## config.mk

```make
export PLATFORM = sky130hd
export DESIGN_NAME = imem_fetch_responder
export DESIGN_NICKNAME = d
export VERILOG_FILES = /design/src/rtl/imem_fetch_pkg.sv /design/src/rtl/imem_fetch_checker.sv /design/src/rtl/imem_fetch_responder.sv
export SDC_FILE = /design/constraint.sdc
export NUM_CORES = 2
export LEC_CHECK = 0
export BUFFER_PORTS_ARGS = -buffer_cell sky130_fd_sc_hd__buf_4
export CELL_PAD_IN_SITES_DETAIL_PLACEMENT = 0
export CELL_PAD_IN_SITES_GLOBAL_PLACEMENT = 1
export CORE_ASPECT_RATIO = 0.7
export CORE_MARGIN = 1
export CORE_UTILIZATION = 56
export DETAILED_ROUTE_END_ITERATION = 6
export HOLD_SLACK_MARGIN = 0.02
export PLACE_DENSITY = 0.82
export SLEW_MARGIN = 20
export SYNTH_ARGS = -nofsm -noshare
export SYNTH_HDL_FRONTEND = slang
export SYNTH_HIERARCHICAL = 1
export SYNTH_SLANG_ARGS = --single-unit
```

## constraint.sdc

```tcl
create_clock -name clock -period 2.3 [get_ports clock]
set_input_delay 0.345 -clock clock [delete_from_list [all_inputs] [get_ports clock]]
set_output_delay 0.345 -clock clock [all_outputs]
set_load 0.01 [all_outputs]
```

## src/rtl/imem_fetch_pkg.sv

```systemverilog
// imem_fetch_pkg: shared constants, pipeline stage type and pc helper for the
// LC3 instruction-memory responder and its protocol checker.
package imem_fetch_pkg;

   localparam int IMEM_WORD_W = 16;
   localparam logic [IMEM_WORD_W-1:0] IMEM_DEFAULT_BASE = 16'h3000;

   // One slot of the read pipeline: response word plus the npc that rode along.
   typedef struct packed {
      logic                   valid;
      logic [IMEM_WORD_W-1:0] data;
      logic [IMEM_WORD_W-1:0] npc;
   } imem_pipe_stage_t;

   // Sequential successor of a fetch address; wraps 16'hFFFF -> 16'h0000.
   function automatic logic [IMEM_WORD_W-1:0] next_pc(input logic [IMEM_WORD_W-1:0] pc);
      return pc + 16'd1;
   endfunction

endpackage

```

## src/rtl/imem_fetch_checker.sv

```systemverilog
// imem_fetch_checker: address decode, fetch counter and sticky protocol flags
// (address range, npc == pc+1, sequential pc unless a flush intervened).
module imem_fetch_checker
   import imem_fetch_pkg::*;
#(
   parameter logic [IMEM_WORD_W-1:0] BASE_ADDR = IMEM_DEFAULT_BASE,
   parameter int DEPTH = 256,
   localparam int AW = $clog2(DEPTH)
) (
   input  logic                   clock,
   input  logic                   reset,
   input  logic                   req,
   input  logic                   flush,
   input  logic [IMEM_WORD_W-1:0] pc,
   input  logic [IMEM_WORD_W-1:0] npc,
   output logic [AW-1:0]          rd_idx,
   output logic                   out_of_range,
   output logic [IMEM_WORD_W-1:0] fetch_count,
   output logic                   addr_err,
   output logic                   npc_err,
   output logic                   seq_err
);

   logic [IMEM_WORD_W-1:0] offset;
   logic [IMEM_WORD_W-1:0] count_reg;
   logic [IMEM_WORD_W-1:0] prev_pc_reg;
   logic                   prev_valid_reg;
   logic                   addr_err_reg;
   logic                   npc_err_reg;
   logic                   seq_err_reg;
   logic                   seq_break;

   // The full 16-bit offset decides range; only its low bits index the array.
   assign offset       = pc - BASE_ADDR;
   assign rd_idx       = offset[AW-1:0];
   assign out_of_range = (offset >= 16'(DEPTH));

   // A request on a flush edge starts a fresh sequence, so it is never a break.
   assign seq_break = prev_valid_reg && !flush && (pc != next_pc(prev_pc_reg));

   // Count accepted requests, track the previous pc and latch the sticky flags.
   always_ff @(posedge clock or posedge reset) begin
      if (reset) begin
         count_reg      <= '0;
         prev_pc_reg    <= '0;
         prev_valid_reg <= 1'b0;
         addr_err_reg   <= 1'b0;
         npc_err_reg    <= 1'b0;
         seq_err_reg    <= 1'b0;
      end else if (req) begin
         count_reg      <= count_reg + 16'd1;
         prev_pc_reg    <= pc;
         prev_valid_reg <= 1'b1;
         if (out_of_range)
            addr_err_reg <= 1'b1;
         if (npc != next_pc(pc))
            npc_err_reg <= 1'b1;
         if (seq_break)
            seq_err_reg <= 1'b1;
      end else if (flush) begin
         prev_valid_reg <= 1'b0;
      end
   end

   assign fetch_count = count_reg;
   assign addr_err    = addr_err_reg;
   assign npc_err     = npc_err_reg;
   assign seq_err     = seq_err_reg;

endmodule

```

## src/rtl/imem_fetch_responder.sv

```systemverilog
// imem_fetch_responder: LC3 instruction memory model on the fetch_out bus with a
// READ_LAT-deep read pipeline, flush support and protocol checking.
// Optional build macro IMEM_PARITY_EN adds per-word even parity, the
// parity_inject input and the sticky parity_err output.
module imem_fetch_responder
   import imem_fetch_pkg::*;
#(
   parameter logic [IMEM_WORD_W-1:0] BASE_ADDR = IMEM_DEFAULT_BASE,
   parameter int DEPTH = 256,
   parameter int READ_LAT = 1,
   localparam int AW = $clog2(DEPTH)
) (
   input  logic                   clock,
   input  logic                   reset,
   input  logic                   enable_fetch,
   input  logic [IMEM_WORD_W-1:0] pc,
   input  logic [IMEM_WORD_W-1:0] npc,
   input  logic                   Imem_rd,
   input  logic                   flush,
   input  logic                   wr_en,
   input  logic [AW-1:0]          wr_addr,
   input  logic [IMEM_WORD_W-1:0] wr_data,
`ifdef IMEM_PARITY_EN
   input  logic                   parity_inject,
   output logic                   parity_err,
`endif
   output logic                   instr_valid,
   output logic [IMEM_WORD_W-1:0] instr_dout,
   output logic [IMEM_WORD_W-1:0] npc_out,
   output logic [IMEM_WORD_W-1:0] fetch_count,
   output logic                   addr_err,
   output logic                   npc_err,
   output logic                   seq_err
);

   logic                   req;
   logic [AW-1:0]          rd_idx;
   logic                   out_of_range;

   logic [IMEM_WORD_W-1:0] mem_reg [DEPTH];
   logic [IMEM_WORD_W-1:0] rd_word_reg;

   // Stage 0 control; its data comes straight from the registered array read.
   logic                   s0_valid_reg;
   logic                   s0_zero_reg;
   logic [IMEM_WORD_W-1:0] s0_npc_reg;

   imem_pipe_stage_t       pipe [READ_LAT];

   assign req = enable_fetch & Imem_rd;

   imem_fetch_checker #(
      .BASE_ADDR (BASE_ADDR),
      .DEPTH     (DEPTH)
   ) u_checker (
      .clock        (clock),
      .reset        (reset),
      .req          (req),
      .flush        (flush),
      .pc           (pc),
      .npc          (npc),
      .rd_idx       (rd_idx),
      .out_of_range (out_of_range),
      .fetch_count  (fetch_count),
      .addr_err     (addr_err),
      .npc_err      (npc_err),
      .seq_err      (seq_err)
   );

   // Block RAM: preload write and read-first registered read on each request.
   always_ff @(posedge clock) begin
      if (wr_en)
         mem_reg[wr_addr] <= wr_data;
      if (req)
         rd_word_reg <= mem_reg[rd_idx];
   end

   // First pipeline stage; s0_zero_reg masks the array word after reset and for
   // out-of-range requests, and only a new request changes the held contents.
   always_ff @(posedge clock or posedge reset) begin
      if (reset) begin
         s0_valid_reg <= 1'b0;
         s0_zero_reg  <= 1'b1;
         s0_npc_reg   <= '0;
      end else begin
         s0_valid_reg <= req;
         if (req) begin
            s0_zero_reg <= out_of_range;
            s0_npc_reg  <= npc;
         end
      end
   end

   assign pipe[0].valid = s0_valid_reg;
   assign pipe[0].data  = s0_zero_reg ? 16'h0000 : rd_word_reg;
   assign pipe[0].npc   = s0_npc_reg;

`ifdef IMEM_PARITY_EN
   logic                par_mem_reg [DEPTH];
   logic                rd_par_reg;
   logic [READ_LAT-1:0] bad;
   logic                parity_err_reg;

   // Parity RAM alongside the data array; inject flips the stored bit.
   always_ff @(posedge clock) begin
      if (wr_en)
         par_mem_reg[wr_addr] <= (^wr_data) ^ parity_inject;
      if (req)
         rd_par_reg <= par_mem_reg[rd_idx];
   end

   // Out-of-range reads return a synthetic zero and carry no stored parity.
   assign bad[0] = !s0_zero_reg && ((^rd_word_reg) != rd_par_reg);
`endif

   // Later stages move a word forward only when it is live; flush kills them.
   genvar gi;
   generate
      for (gi = 1; gi < READ_LAT; gi++) begin : g_stage
         imem_pipe_stage_t stage_reg;

         // Shift valid every cycle; capture payload only for a surviving word.
         always_ff @(posedge clock or posedge reset) begin
            if (reset) begin
               stage_reg <= '0;
            end else begin
               stage_reg.valid <= pipe[gi-1].valid && !flush;
               if (pipe[gi-1].valid && !flush) begin
                  stage_reg.data <= pipe[gi-1].data;
                  stage_reg.npc  <= pipe[gi-1].npc;
               end
            end
         end

         assign pipe[gi] = stage_reg;

`ifdef IMEM_PARITY_EN
         logic bad_reg;

         // Parity status follows its word down the pipeline.
         always_ff @(posedge clock or posedge reset) begin
            if (reset)
               bad_reg <= 1'b0;
            else if (pipe[gi-1].valid && !flush)
               bad_reg <= bad[gi-1];
         end

         assign bad[gi] = bad_reg;
`endif
      end
   endgenerate

   assign instr_valid = pipe[READ_LAT-1].valid;
   assign instr_dout  = pipe[READ_LAT-1].data;
   assign npc_out     = pipe[READ_LAT-1].npc;

`ifdef IMEM_PARITY_EN
   // Latch a parity mismatch seen on any returned valid word.
   always_ff @(posedge clock or posedge reset) begin
      if (reset)
         parity_err_reg <= 1'b0;
      else if (instr_valid && bad[READ_LAT-1])
         parity_err_reg <= 1'b1;
   end

   assign parity_err = parity_err_reg;
`endif

endmodule

```

==> metrics.md <==
| Metric | Value |
|---|---|
| Violated checks | `design-rule violations, negative setup slack` |
| Antenna violations before repair | `30` |
| IO Port Bufs | `113` |
| Num CTS Buffers | `380` |
| Vias/cell | `6.77` |
| Cell breakdown of the critical path | `mux2i_1 -> o22ai_1 -> buf_4 -> buf_6 -> nand2_2 -> a31oi_2 -> nand4_1 -> nor3_4 -> nor3b_2` |
| Max rail drop VDD | `690 µV` |
| First-pass DRT Iterations | `7` |
| Syn_nets | `7,840` |
| Filler cells | `17,400` |
| Type of origin of the critical path | `register` |
| Fmax | `0.403 GHz` |
| Data arrival, critical path | `3.25 ns` |
| Final hold vios | `0` |
| Largest net degree at the start of global routing | `97` |
| Yosys reg bits | `4,166` |
| Global-route wire length before repair | `646,000 µm` |
| Grt ovf | `0` |
| DRC errors left | `4` |
| Sequential cell area | `0.125 mm²` |
| Pleak | `63.3 nW` |
| 1st-iter DRT viols | `14,800` |
| Post-Syn Area | `0.162 mm²` |
| Place WS | `-1.47 ns` |
| Mean Syn Cell Area | `20.8 µm²` |
| Critical path endpoint | `rd_word_reg[5]` |
| Setup TNS | `-1.89 ns` |
| Die Area | `0.291 mm²` |
| Reg2reg end | `rd_word_reg[5]` |
| Synth unique cells | `67` |
| Nets | `9,159` |
| Final wirelength | `462,000 µm` |
| Met2 wire len | `206,000 µm` |
| R2R depth | `9` |
| Max FFs per register | `4,096` |
| Power density cells | `807 mW/mm²` |
| P&R area growth vs syn | `19.8%` |
| Fin crit period | `2.48 ns` |
| Reg-to-reg startpoint | `mem_reg[219][5]` |
| Clock Path Buffers | `4` |
| Worst setup margin | `-0.181 ns` |
| Clock Skew | `0.0558 ns` |
| Crit. Startpoint | `mem_reg[219][5]` |
| Critical path class | `register to register` |
| Sink Count | `4,166` |
| H-tree depth | `5` |
| CTS tree | `yes` |
| Worst-path clk slew | `0.07 ns` |
| WL met3 | `69,100 µm` |
| CP max stage delay | `0.49 ns` |
| Core Region | `0.286 mm²` |
| DP HPWL | `290,000 µm` |
| DR WL/cell | `35.0 µm` |
| Worst-skew pair later-pin latency | `0.93 ns` |
| Slew @ Worst Pin | `0.881 ns` |
| Final setup viols | `28` |
| Vias | `89,400` |
| Worst slew margin | `41.2%` |
| Post-synthesis async set-or-reset flop share | `1.30%` |
| M1 WL | `170,000 µm` |
| Starting Density | `56.5%` |
| Rows | `164` |
| Critical path's slowest cell | `nand4_1` |
| GPL Wtd Cong | `0.972` |
| WP data required | `3.06 ns` |
| Die Wd | `644 µm` |
| Post-synth EDFFs | `4,112` |
| Flop2flop setup slack | `-0.18 ns` |
| Max Transition Viols Final | `0` |
| Area of the multi-input gates | `0.0362 mm²` |
| Die Ht | `451 µm` |
| Ports | `114` |
| Synth warn | `6` |
| RSZ-0062 raised after global routing | `yes` |
| Final period util | `108%` |
| Synth Flop Type | `edfxtp_1` |
| Vias in the first global route | `87,400` |
| Antenna Nets Post-Route | `0` |
| DR top layer | `met5` |
| Most common cell after layout, fill and taps aside | `edfxtp_1` |
| Root Driver | `clkbuf_16` |
| Crit Path Max Fanout | `2` |
| Register area share after synthesis | `77.3%` |
| Syn Inst Count | `7,774` |
| Share of cells above drive strength 1 | `32.7%` |
| Hold Path Class | `primary input to register` |
| GR Util All Layers | `31.4%` |
| Outcome | `complete, but fails checks` |
| CP Capture Type | `register` |
| Max Cap Viol | `0` |
| Most frequent cells in the layout | `4,112 x edfxtp_1, 950 x buf_4, 812 x mux4_2` |
-- cells by family after synthesis --
kind of cell / Yosys count / synth area share [%]
flip-flops: 4166 / 77.3
multiplexers: 1371 / 14.8
AND/OR/NAND/NOR: 845 / 2.45
AO/OA/AOI/OAI: 825 / 3.55
buffers and inverters: 508 / 1.59
XOR/XNOR: 55 / 0.298
adder cells (fa/ha/maj): 4 / 0.0310
-- Yosys cell counts (all sizes together) (3+ instances only) --
master | n | share of area [%]
nor3b | 4 | 0.019
a211oi | 28 | 0.13
mux4 | 812 | 11
xnor2 | 27 | 0.15
edfxtp | 4112 | 76
o211ai | 7 | 0.033
dfrtp | 53 | 0.82
mux2i | 501 | 3.1
and3 | 3 | 0.012
nand3 | 56 | 0.17
nand2b | 3 | 0.012
a22oi | 133 | 0.62
nand4b | 4 | 0.022
nand2 | 85 | 0.20
ha | 4 | 0.031
clkbuf | 239 | 0.56
o21ai | 61 | 0.19
buf | 253 | 0.99
nor3 | 178 | 0.55
inv | 16 | 0.037
or3 | 16 | 0.062
a31oi | 11 | 0.043
nand4 | 48 | 0.20
or2 | 5 | 0.019
or4 | 6 | 0.030
nor2b | 30 | 0.12
o311ai | 3 | 0.016
o221ai | 127 | 0.69
a2111oi | 13 | 0.070
a21oi | 141 | 0.44
xor2 | 28 | 0.15
mux2 | 58 | 0.40
o22ai | 194 | 0.75
a22o | 18 | 0.098
nor4 | 42 | 0.17
nor2 | 355 | 0.82
a211o | 3 | 0.016
o22a | 3 | 0.016
a221oi | 70 | 0.38
-- routing by layer --
metal | track usage (%) | vias to the layer above
li1 | - | 35400
met1 | 45.8 | 46500
met2 | 45.5 | 6690
met3 | 9.85 | 890
met4 | 10.7 | 14
met5 | 0 | -
-- final cells by class --
type,instances,area share [%]
Clock buffer,462,5.17
Timing Repair Buffer,1429,8.22
Multi-Input combinational cell,3100,18.7
Inverter,16,0.0362
Sequential cell,4166,64.5
Clock inverter,213,0.945
Antenna cell,9,0.0116
Tap cell,3818,2.47
-- critical path: cells and delay by family (launching register included) --
family	cells	cell delay, ns
AO/OA/AOI/OAI	2	0.41
buffers and inverters	2	0.28
flip-flops	1	0.33
multiplexers	1	0.07
AND/OR/NAND/NOR	4	1.27
-- power breakdown --
part	internal, W	switching [W]	leakage, nW
Clock	0.0343	0.0275	5.78
Combinational	0.00421	0.00629	20.0
Sequential	0.0837	0.000209	37.6
Total	0.122	0.0340	63.3
-- how the worst min path moves through the flow --
stage                            start                       end  slack [ns]  cells after the start
finish                         Imem_rd  u_checker/fetch_count[4]        0.11                      5
global route                     pc[1]  u_checker/prev_pc_reg[1]        0.10                      3
CTS                            Imem_rd  u_checker/fetch_count[4]        0.03                      5
detailed placement  u_checker/addr_err        u_checker/addr_err        0.45                      1
global placement    u_checker/addr_err        u_checker/addr_err        0.45                      1
floorplan                        reset               instr_valid        0.28                      1
-- what timing repair did --
action,4_1_cts,5_1_grt
cloned,3,1
pin swaps,44,106
resized for setup,221,199
hold buffers,43,0
endpoints found under the setup margin,32,32
buffers inserted,11,12
endpoints found under the hold margin,763,0
-- through the flow --
step	std cells	power [W]	util [%]	hold slack (ns)	area, µm²
after floorplan	7774	0.0900	-	0.283	163000
after global placement	12500	0.0949	62.6	0.448	179000
after global routing	13200	0.160	67.7	0.105	194000
after CTS	13200	0.156	67.3	0.0277	192000
final	13200	0.156	67.7	0.107	194000
after detailed placement	12500	0.0951	62.6	0.452	179000
Power figures use the tool's default switching activity.
